### config.mk
export PLATFORM = sky130hd
export DESIGN_NAME = clk_period_meter
export DESIGN_NICKNAME = d
export VERILOG_FILES = /design/src/rtl/clk_period_meter.sv
export SDC_FILE = /design/constraint.sdc
export NUM_CORES = 1
export LEC_CHECK = 0
export CORE_MARGIN = 1
export CORE_UTILIZATION = 42
export CTS_CLUSTER_DIAMETER = 50
export DETAILED_ROUTE_END_ITERATION = 6
export MAX_ROUTING_LAYER = met4
export SLEW_MARGIN = 20
export SYNTH_ARGS = -nofsm -noshare
export SYNTH_HDL_FRONTEND = slang
export SYNTH_SLANG_ARGS = --single-unit
### constraint.sdc
create_clock -name inclk -period 12.1 [get_ports inclk]
set_clock_uncertainty 0.15 [all_clocks]
set_input_delay 1.21 -clock inclk [delete_from_list [all_inputs] [get_ports inclk]]
set_output_delay 1.21 -clock inclk [all_outputs]
set_load 0.02 [all_outputs]
### src/rtl/clk_period_meter.sv
// ----------------------------------------------------------------------------
// clk_period_meter
//
// Receive-side monitor for a divided clock. The slow clock (sigclk) is
// synchronised into the fast inclk domain, its edges are turned into
// single-cycle rise/fall pulses, and every edge-to-edge interval is measured
// in inclk cycles. Each measurement is compared with the expected divide
// value; after LOCK_COUNT consecutive in-tolerance measurements the block
// reports lock. A missing edge for TIMEOUT cycles reports loss-of-clock.
//
// Parameters
//   SYNC_STAGES  synchroniser flops on sigclk (>= 2)
//   CNT_W        width of the half-period counter and measurement
//   LOCK_COUNT   consecutive matches needed before locked asserts (>= 1)
//   TOL          allowed |half_period - expected_div| in inclk cycles
//   TIMEOUT      inclk cycles without an edge before timeout (< 2**CNT_W)
//
// Ports
//   inclk         in   fast system clock, all logic on posedge
//   rst           in   asynchronous active-low reset
//   sigclk        in   asynchronous slow clock being measured
//   expected_div  in   expected half-period; 0 disables checking
//   rise_pulse    out  1-cycle pulse per synchronised rising edge
//   fall_pulse    out  1-cycle pulse per synchronised falling edge
//   half_period   out  last measured edge-to-edge interval
//   period_valid  out  1-cycle pulse when half_period updates
//   locked        out  level, LOCK_COUNT consecutive matches and no error since
//   err_pulse     out  1-cycle pulse on an out-of-tolerance measurement
//   timeout       out  level, no edge for TIMEOUT cycles; clears on next edge
// ----------------------------------------------------------------------------
module clk_period_meter #(
    parameter int SYNC_STAGES = 2,
    parameter int CNT_W       = 32,
    parameter int LOCK_COUNT  = 4,
    parameter int TOL         = 0,
    parameter int TIMEOUT     = 1024
) (
    input  logic             inclk,
    input  logic             rst,
    input  logic             sigclk,
    input  logic [CNT_W-1:0] expected_div,
    output logic             rise_pulse,
    output logic             fall_pulse,
    output logic [CNT_W-1:0] half_period,
    output logic             period_valid,
    output logic             locked,
    output logic             err_pulse,
    output logic             timeout
);

    localparam int                MC_W      = $clog2(LOCK_COUNT + 1);
    localparam logic [CNT_W-1:0]  CNT_MAX   = '1;
    localparam logic [CNT_W-1:0]  TOL_V     = CNT_W'(TOL);
    localparam logic [CNT_W-1:0]  TIMEOUT_V = CNT_W'(TIMEOUT);
    localparam logic [MC_W-1:0]   LOCK_LAST = MC_W'(LOCK_COUNT - 1);
    localparam logic [MC_W-1:0]   LOCK_FULL = MC_W'(LOCK_COUNT);

    typedef enum logic [1:0] {
        ST_UNARMED,
        ST_ACQUIRE,
        ST_LOCKED
    } state_t;

    logic [SYNC_STAGES-1:0] r_sync;
    logic                   r_prev;
    logic [CNT_W-1:0]       r_cnt;
    logic [MC_W-1:0]        r_match_cnt;
    state_t                 r_state;

    logic                   w_s;
    logic                   w_edge;
    logic [CNT_W-1:0]       w_cnt_inc;
    logic [CNT_W-1:0]       w_diff;
    logic                   w_chk_en;
    logic                   w_match;

    always_comb begin
        w_s       = r_sync[SYNC_STAGES-1];
        w_edge    = w_s ^ r_prev;
        // Saturating cnt+1; it is both the next counter value and the
        // interval measured when the current cycle carries an edge.
        w_cnt_inc = (r_cnt == CNT_MAX) ? CNT_MAX : r_cnt + CNT_W'(1);
        // Unsigned absolute difference: larger minus smaller.
        w_diff    = (w_cnt_inc >= expected_div) ? (w_cnt_inc - expected_div)
                                                : (expected_div - w_cnt_inc);
        w_chk_en  = (expected_div != '0);
        w_match   = w_chk_en && (w_diff <= TOL_V);
    end

    always_ff @(posedge inclk or negedge rst) begin
        if (!rst) begin
            r_sync       <= '0;
            r_prev       <= 1'b0;
            r_cnt        <= '0;
            r_match_cnt  <= '0;
            r_state      <= ST_UNARMED;
            rise_pulse   <= 1'b0;
            fall_pulse   <= 1'b0;
            half_period  <= '0;
            period_valid <= 1'b0;
            locked       <= 1'b0;
            err_pulse    <= 1'b0;
            timeout      <= 1'b0;
        end else begin
            r_sync       <= {r_sync[SYNC_STAGES-2:0], sigclk};
            r_prev       <= w_s;
            rise_pulse   <= w_s & ~r_prev;
            fall_pulse   <= ~w_s & r_prev;
            period_valid <= 1'b0;
            err_pulse    <= 1'b0;

            if (w_edge) begin
                r_cnt <= '0;
            end else begin
                r_cnt <= w_cnt_inc;
            end

            if (w_edge) begin
                timeout <= 1'b0;
                case (r_state)
                    ST_UNARMED: begin
                        // First edge only starts the interval; nothing to measure yet.
                        r_state     <= ST_ACQUIRE;
                        r_match_cnt <= '0;
                        locked      <= 1'b0;
                    end
                    ST_ACQUIRE: begin
                        period_valid <= 1'b1;
                        half_period  <= w_cnt_inc;
                        if (w_match) begin
                            if (r_match_cnt == LOCK_LAST) begin
                                r_state     <= ST_LOCKED;
                                r_match_cnt <= LOCK_FULL;
                                locked      <= 1'b1;
                            end else begin
                                r_match_cnt <= r_match_cnt + MC_W'(1);
                            end
                        end else begin
                            r_match_cnt <= '0;
                            err_pulse   <= w_chk_en;
                        end
                    end
                    ST_LOCKED: begin
                        period_valid <= 1'b1;
                        half_period  <= w_cnt_inc;
                        if (!w_match) begin
                            // A disabled check (expected_div=0) also drops lock,
                            // but without flagging an error.
                            r_state     <= ST_ACQUIRE;
                            r_match_cnt <= '0;
                            locked      <= 1'b0;
                            err_pulse   <= w_chk_en;
                        end
                    end
                    default: begin
                        r_state     <= ST_UNARMED;
                        r_match_cnt <= '0;
                        locked      <= 1'b0;
                    end
                endcase
            end else if (r_cnt == TIMEOUT_V) begin
                timeout     <= 1'b1;
                locked      <= 1'b0;
                r_match_cnt <= '0;
                r_state     <= ST_UNARMED;
            end
        end
    end

endmodule

==> reports/qor.csv, run 1 <==
stage,metric,value,unit
status,status,completed,
power,switching_share,0.341,
floorplanning,die_w,137,um
hold_path,hold_path_class,reg -> reg,
critical_path,cp.required,12.22,ns
sta,setup_violations,0,
floorplanning,die-height,137,um
yosys,synthesis.area,7660,sq um
sta,fin_crit,7.59,ns
yosys,synth_nets,1119,
yosys,async_flop_share,1.00,
route,drcViolationCount,0,
yosys,syn_inst,1028,
critical_path,arrival,7.71,ns
power,switchingPower,0.000306,W
critical_path,cp_max_fo,20,
floorplanning,start_util,0.428,
clock_network,cts.sinks,77,
yosys,ys_seq_area_frac,0.251,
clock_network,cts_root_buffer,clkbuf_16,
floorplanning,design.die.area,18800,sq um
placed_design,io_buffer_count,72,
critical_path,critPathKind,reg -> reg,
yosys,ys_seq_elements,77,
power,comb_power_share,0.341,
critical_path,end_kind,flop,
floorplanning,ios,73,
sta,holdWs,0.198,ns
route,firstDrtPassIters,7,
global_routing,grt_first_pass_wirelength,42600,um
global_routing,antenna_found_initial,0,
clock_network,clk_path_buf_depth,2,
clock_network,cts_tree,done,
power,pwr-share-clk,0.320,
yosys,synth.distinct_cells,79,
route,vias_per_cell,6.14,
finish,final_nets,1156,
sta,setup_tns,0,ns
placed_design,place_area,8520,sq um
yosys,synth-main-ff-cell,dfrtp_1,
sta,fin_crit_sh,0.627,
finish,area_growth,15.3,%
route,vias,7969,
yosys,synth_edf_count,0,
yosys,synth.avg_cell_area,7.45,sq um
finish,stdcell_area,8830,sq um
clock_network,cts_setup_buffers,0,
route,wire_per_inst,21.4,um
power,p_seq_frac,0.339,
power,p_per_area,102,nW/um^2
power,power.internal,0.000591,W
flow_run,drv_cap,0,
sta,slew_violations,0,
global_routing,grt_pass1_vias,7551,
placed_design,dpl.hpwl,22200,um
yosys,synth_common_cells,"109 x nand2_1, 98 x nor2_1, 77 x a21oi_1, 77 x dfrtp_1, 77 x inv_1",
route,first_iter_violations,656,
global_routing,grt_start_max_net_pins,78,
route,wirelength,27700,um
clock_network,clk_latency,0.33,ns
sta,max_slew_margin,0.345,
sta,fmax,0.132,GHz
clock_network,htree_levels,3,
yosys,synth_area_leader_cell,dfrtp_1,
yosys,synth_top_area_share,0.251,
finish,diodes,0,
yosys,synth_most_common_cell,nand2_1,
sta,worst_pin_slew,0.982,ns
placed_design,place_inst,1283,
clock_network,clk_pin_slew,0.06,ns
sta,finalHoldViolations,0,
sta,rsz0062_at_grt,no,
clock_network,numCtsBuffers,9,
floorplanning,core,17900,sq um
route,ant_nets,0,
yosys,yosysWarnings,0,
global_routing,grt_usage,0.309,
placed_design,gp_congestion,0.984,
finish,drive_gt1_frac,0.0402,
power,leakagePower,3.99,nW
floorplanning,num_rows,49,
clock_network,cts_hold_buf,0,
finish,instances_no_fill,1298,
critical_path,start_kind,flop,
global_routing,overflow,0,
yosys,synth.top_cells.by_area,"dfrtp_1 25%, ha_1 9.1%, nand2_1 5.3%",
clock_network,post_cts_resized,0,
power,ir_drop,0.0000861,V
power by group through the flow:
stage | sequential [W] | combinational (W) | clock [W]
after global routing | 0.000308 | 0.000332 | 0.000301
after global placement | 0.000309 | 0.000305 | 0
after CTS | 0.000305 | 0.000305 | 0.000293
final | 0.000304 | 0.000306 | 0.000288
after detailed placement | 0.000310 | 0.000303 | 0
after floorplan | 0.000336 | 0.000149 | 0
worst paths after layout:
path	to	slack (ns)	depth (start not counted)	start
worst max register to register	r_match_cnt[1]$_DFFE_PN0P_	4.51	23	r_cnt[1]$_DFF_PN0_
worst min register to register	r_sync[1]$_DFF_PN0_	0.20	0	r_sync[0]$_DFF_PN0_
min in group asynchronous	r_cnt[27]$_DFF_PN0_	0.88	1	rst
worst min-delay path	r_sync[1]$_DFF_PN0_	0.20	0	r_sync[0]$_DFF_PN0_
worst max-delay path	r_match_cnt[1]$_DFFE_PN0P_	4.51	23	r_cnt[1]$_DFF_PN0_
max in group asynchronous	r_cnt[0]$_DFF_PN0_	10.27	1	rst
per-layer routing:
layer | wire (um) | GRT usage | share of wire | up-vias
li1 | - | - | - | 3805
met1 | 12200 | 0.395 | 0.44 | 3801
met2 | 12600 | 0.483 | 0.46 | 305
met3 | 1870 | 0.0526 | 0.067 | 58
met4 | 1080 | 0.123 | 0.039 | 0
met5 | 0 | - | 0 | -
registers in the layout, summed over array words and instances (netlist names), 2 cells and up:
name / cells
half_period: 32
r_cnt: 32
r_match_cnt: 3
r_sync: 2
critical path, stage by stage, from the launching register on:
cell	delay [ns]
dfrtp_1	0.39
ha_1	0.29
nand2_1	0.32
or4_4	0.59
nor3_2	0.19
buf_4	0.29
nor2_1	0.18
inv_1	0.09
ha_1	0.30
nand3_1	0.20
a211oi_1	0.08
o311ai_0	0.72
a211oi_1	0.21
nor2_2	0.65
buf_4	0.35
mux2i_1	0.23
xnor2_1	0.09
a211oi_1	0.42
nand4_1	0.14
or4_4	0.46
nor4_4	0.50
nand4_1	0.30
nor3b_1	0.26
a21o_1	0.10
area by class of cell:
| type | instances | area [sq um] |
|---|---|---|
| clock buffer | 11 | 243 |
| clock inverter | 4 | 72.6 |
| tap | 229 | 287 |
| multi-input combinational | 818 | 5230 |
| inverter | 79 | 297 |
| fill | 1834 | 9070 |
| sequential | 77 | 1930 |
| timing repair buffer | 80 | 778 |
layout by cell type (no fill, tap or decap), types with 7 or more instances in the layout:
cell | netlist | layout
and2_1 | 13 | 13
clkbuf_16 | 0 | 9
nor3_1 | 22 | 22
and4_1 | 8 | 8
inv_1 | 77 | 77
or4_1 | 7 | 7
nor4_1 | 22 | 22
nand2b_1 | 10 | 10
buf_4 | 1 | 9
nor2b_1 | 7 | 7
and3_1 | 24 | 24
o21ai_0 | 72 | 72
ha_1 | 56 | 56
nand4_1 | 34 | 34
nand2_1 | 109 | 109
xnor2_1 | 27 | 27
o211ai_1 | 11 | 11
a211oi_1 | 13 | 13
a21o_1 | 14 | 14
nor2_1 | 98 | 97
clkdlybuf4s50_1 | 0 | 71
a21oi_1 | 77 | 77
o21bai_1 | 7 | 7
xor2_1 | 24 | 24
nand3_1 | 33 | 33
dfrtp_1 | 77 | 77
a31oi_1 | 21 | 21
mux2i_1 | 7 | 7
logic make-up (layout without fill, tap and decap cells):
kind of cell / after synthesis / in the layout / synth area share
muxes: 9 / 9 / 0.0121
buffers and inverters: 133 / 174 / 0.0665
AOI/OAI and AO/OA: 289 / 289 / 0.245
and+or+nand+nor: 413 / 413 / 0.275
DFF: 77 / 77 / 0.251
adders and majority gates: 56 / 56 / 0.0914
xor gates and xnor gates: 51 / 51 / 0.0583
per-stage QoR:
step	utilization	worst slack, ns	power, W
global placement	0.476	4.85	0.000614
CTS	0.493	4.76	0.000903
global route	0.493	3.96	0.000942
detailed placement	0.476	4.78	0.000613
floorplan	-	6.11	0.000485
finish	0.493	4.51	0.000898
Power figures use the tool's default switching activity.
==> run 2, diff against run 1 <==
- clock period: 12.1 -> 7.6 ns (I/O delays scaled with it)
==> reports/qor.csv, run 2 (synthesis gave the netlist of run 1 again) <==
stage,metric,value,unit,change
status,status,completed,,unchanged
floorplanning,start_util,0.428,,unchanged
floorplanning,die_w,137,um,unchanged
critical_path,start_kind,flop,,unchanged
clock_network,numCtsBuffers,9,,unchanged
sta,slew_violations,0,,unchanged
floorplanning,design.die.area,18800,sq um,unchanged
placed_design,io_buffer_count,72,,unchanged
placed_design,dpl.hpwl,21700,um,was 22200 um
power,leakagePower,4.09,nW,was 3.99 nW
clock_network,cts_tree,done,,unchanged
floorplanning,core,17900,sq um,unchanged
route,first_iter_violations,733,,was 656
sta,fin_crit,7.19,ns,was 7.59 ns
sta,setup_tns,0,ns,unchanged
finish,drive_gt1_frac,0.0589,,was 0.0402
power,p_per_area,159,nW/um^2,was 102 nW/um^2
sta,fmax,0.139,GHz,was 0.132 GHz
critical_path,cp_cell_sequence,ha_1 -> nand2_1 -> or4_1 -> nor3_2 -> nand3_1 -> xnor2_1 -> nor2_1 -> inv_1 -> ha_1 -> nand2_1 -> o21ai_0 -> a211oi_1 -> o31ai_1 -> or2_4 -> buf_4 -> mux2i_1 -> xor2_1 -> nor3_1 -> nand4_1 -> or4_4 -> nor4_4 -> nand4_1 -> o21ai_2 -> o2bb2ai_1,,was ha_1 -> nand2_1 -> or4_4 -> nor3_2 -> buf_4 -> nor2_1 -> inv_1 -> ha_1 -> nand3_1 -> a211oi_1 -> o311ai_0 -> a211oi_1 -> nor2_2 -> buf_4 -> mux2i_1 -> xnor2_1 -> a211oi_1 -> nand4_1 -> or4_4 -> nor4_4 -> nand4_1 -> nor3b_1 -> a21o_1
global_routing,grt_usage,0.295,,was 0.309
flow_run,drv_cap,0,,unchanged
critical_path,cp_max_fo,16,,was 20
floorplanning,die-height,137,um,unchanged
critical_path,cpPeakStageDelay,0.63,ns,was 0.72 ns
finish,layout_common_cells,"109 x nand2_1, 97 x nor2_1, 77 x inv_1, 77 x a21oi_1, 77 x dfrtp_1",,unchanged
sta,worst_pin_slew,1.07,ns,was 0.982 ns
global_routing,grt_pass1_vias,7233,,was 7551
clock_network,cts_root_buffer,clkbuf_16,,unchanged
global_routing,grt_first_pass_wirelength,40700,um,was 42600 um
clock_network,clk_path_buf_depth,2,,unchanged
power,ir_drop,0.000148,V,was 0.0000861 V
clock_network,cts.sinks,77,,unchanged
finish,seq_area,1930,sq um,unchanged
route,ant_nets,0,,unchanged
route,wirelength,26900,um,was 27700 um
route,drcViolationCount,0,,unchanged
finish,diodes,0,,unchanged
route,vias_per_cell,6.11,,was 6.14
finish,n_fill_cell,1852,,was 1834
critical_path,critPathKind,reg -> reg,,unchanged
placed_design,gp_congestion,0.976,,was 0.984
sta,finalHoldViolations,0,,unchanged
critical_path,cp.required,7.70,ns,was 12.22 ns
finish,area_growth,17.5,%,was 15.3%
sta,fin_crit_sh,0.946,,was 0.627
route,vias,8035,,was 7969
floorplanning,num_rows,49,,unchanged
finish,multiInputGateArea,5240,sq um,was 5230 sq um
critical_path,arrival,7.29,ns,was 7.71 ns
finish,final_nets,1174,,was 1156
clock_network,clk_latency,0.33,ns,about the same
floorplanning,ios,73,,unchanged
clock_network,htree_levels,3,,unchanged
route,firstDrtPassIters,7,,unchanged
sta,rsz0062_at_grt,no,,unchanged
global_routing,grt_start_max_net_pins,78,,unchanged
finish,reg_top3,"half_period: 32 flops, r_cnt: 32 flops, r_match_cnt: 3 flops",,unchanged
placed_design,dp_slack,0.326,ns,was 4.78 ns
sta,max_slew_margin,0.284,,was 0.345
sta,final.setup.worst_slack,0.410,ns,was 4.51 ns
sta,setup_violations,0,,unchanged
critical_path,crit_path_top_delay_cell,or4_1,,was o311ai_0
global_routing,overflow,0,,unchanged
clock_network,clk_pin_slew,0.06,ns,about the same
finish,mostFrequentLayoutCell,nand2_1,,unchanged
global_routing,antenna_found_initial,0,,unchanged
critical_path,end_kind,flop,,unchanged
route,wire_per_inst,20.4,um,was 21.4 um
hold_path,hold_path_class,in -> async,,was reg -> reg
-- run 2: worst paths after layout --
path,startpoint,to,slack (ns),cells past startpoint
max in group asynchronous,rst,r_cnt[7]$_DFF_PN0_,6.54,2
setup reg to reg,r_cnt[0]$_DFF_PN0_,r_match_cnt[2]$_DFFE_PN0P_,0.41,24
hold reg to reg,r_sync[0]$_DFF_PN0_,r_sync[1]$_DFF_PN0_,0.20,0
min in group inclk,r_sync[0]$_DFF_PN0_,r_sync[1]$_DFF_PN0_,0.20,0
hold / removal,rst,r_cnt[25]$_DFF_PN0_,0.19,1
setup / recovery,r_cnt[0]$_DFF_PN0_,r_match_cnt[2]$_DFFE_PN0P_,0.41,24
-- run 2: final cells by class --
| class | instances | share of cell area |
|---|---|---|
| Multi-Input combinational cell | 818 | 0.582 |
| Sequential cell | 77 | 0.214 |
| Timing Repair Buffer | 98 | 0.104 |
| Inverter | 79 | 0.0329 |
| Tap cell | 229 | 0.0318 |
| Clock buffer | 13 | 0.0311 |
| Clock inverter | 2 | 0.00431 |
-- run 2: critical path: cells and delay by family, from the launching register on --
kind                       cells  cell delay, ns
muxes                          1            0.24
buffers and inverters          2            0.34
adders and majority gates      2            0.74
and+or+nand+nor               12            3.60
AOI/OAI and AO/OA              5            1.42
DFF                            1            0.39
xor gates and xnor gates       2            0.23
-- run 2: repair_timing --
action                                  in CTS  in global routing
hold buffers                                 0                  0
buffers inserted                             0                  2
endpoints found under the setup margin       0                  6
resized for setup                            0                  4
-- run 2: routing by layer --
metal  global-route usage  vias to the layer above  share of wire
li1                     -                     3846              -
met1                0.394                     3798           0.44
met2                0.464                      354           0.46
met3               0.0389                       37          0.074
met4               0.0855                        0          0.025
met5                    -                        -              0
-- run 2: per-stage QoR --
step,total power [W],utilization,instances,hold WS (ns),instance area (sq um)
after global placement,0.000975,0.482,1298,0.184,8630
final,0.00143,0.503,1316,0.192,9000
after detailed placement,0.000975,0.482,1298,0.194,8630
after floorplan,0.000773,-,1028,0.181,7660
after global routing,0.00150,0.503,1316,0.210,9000
after CTS,0.00143,0.500,1313,0.207,8950
-- run 2: report_power, final --
group	switching [W]	internal, W
combinational	0.000295	0.000195
clock	0.000167	0.000290
sequential	0.0000261	0.000456
total	0.000488	0.000941
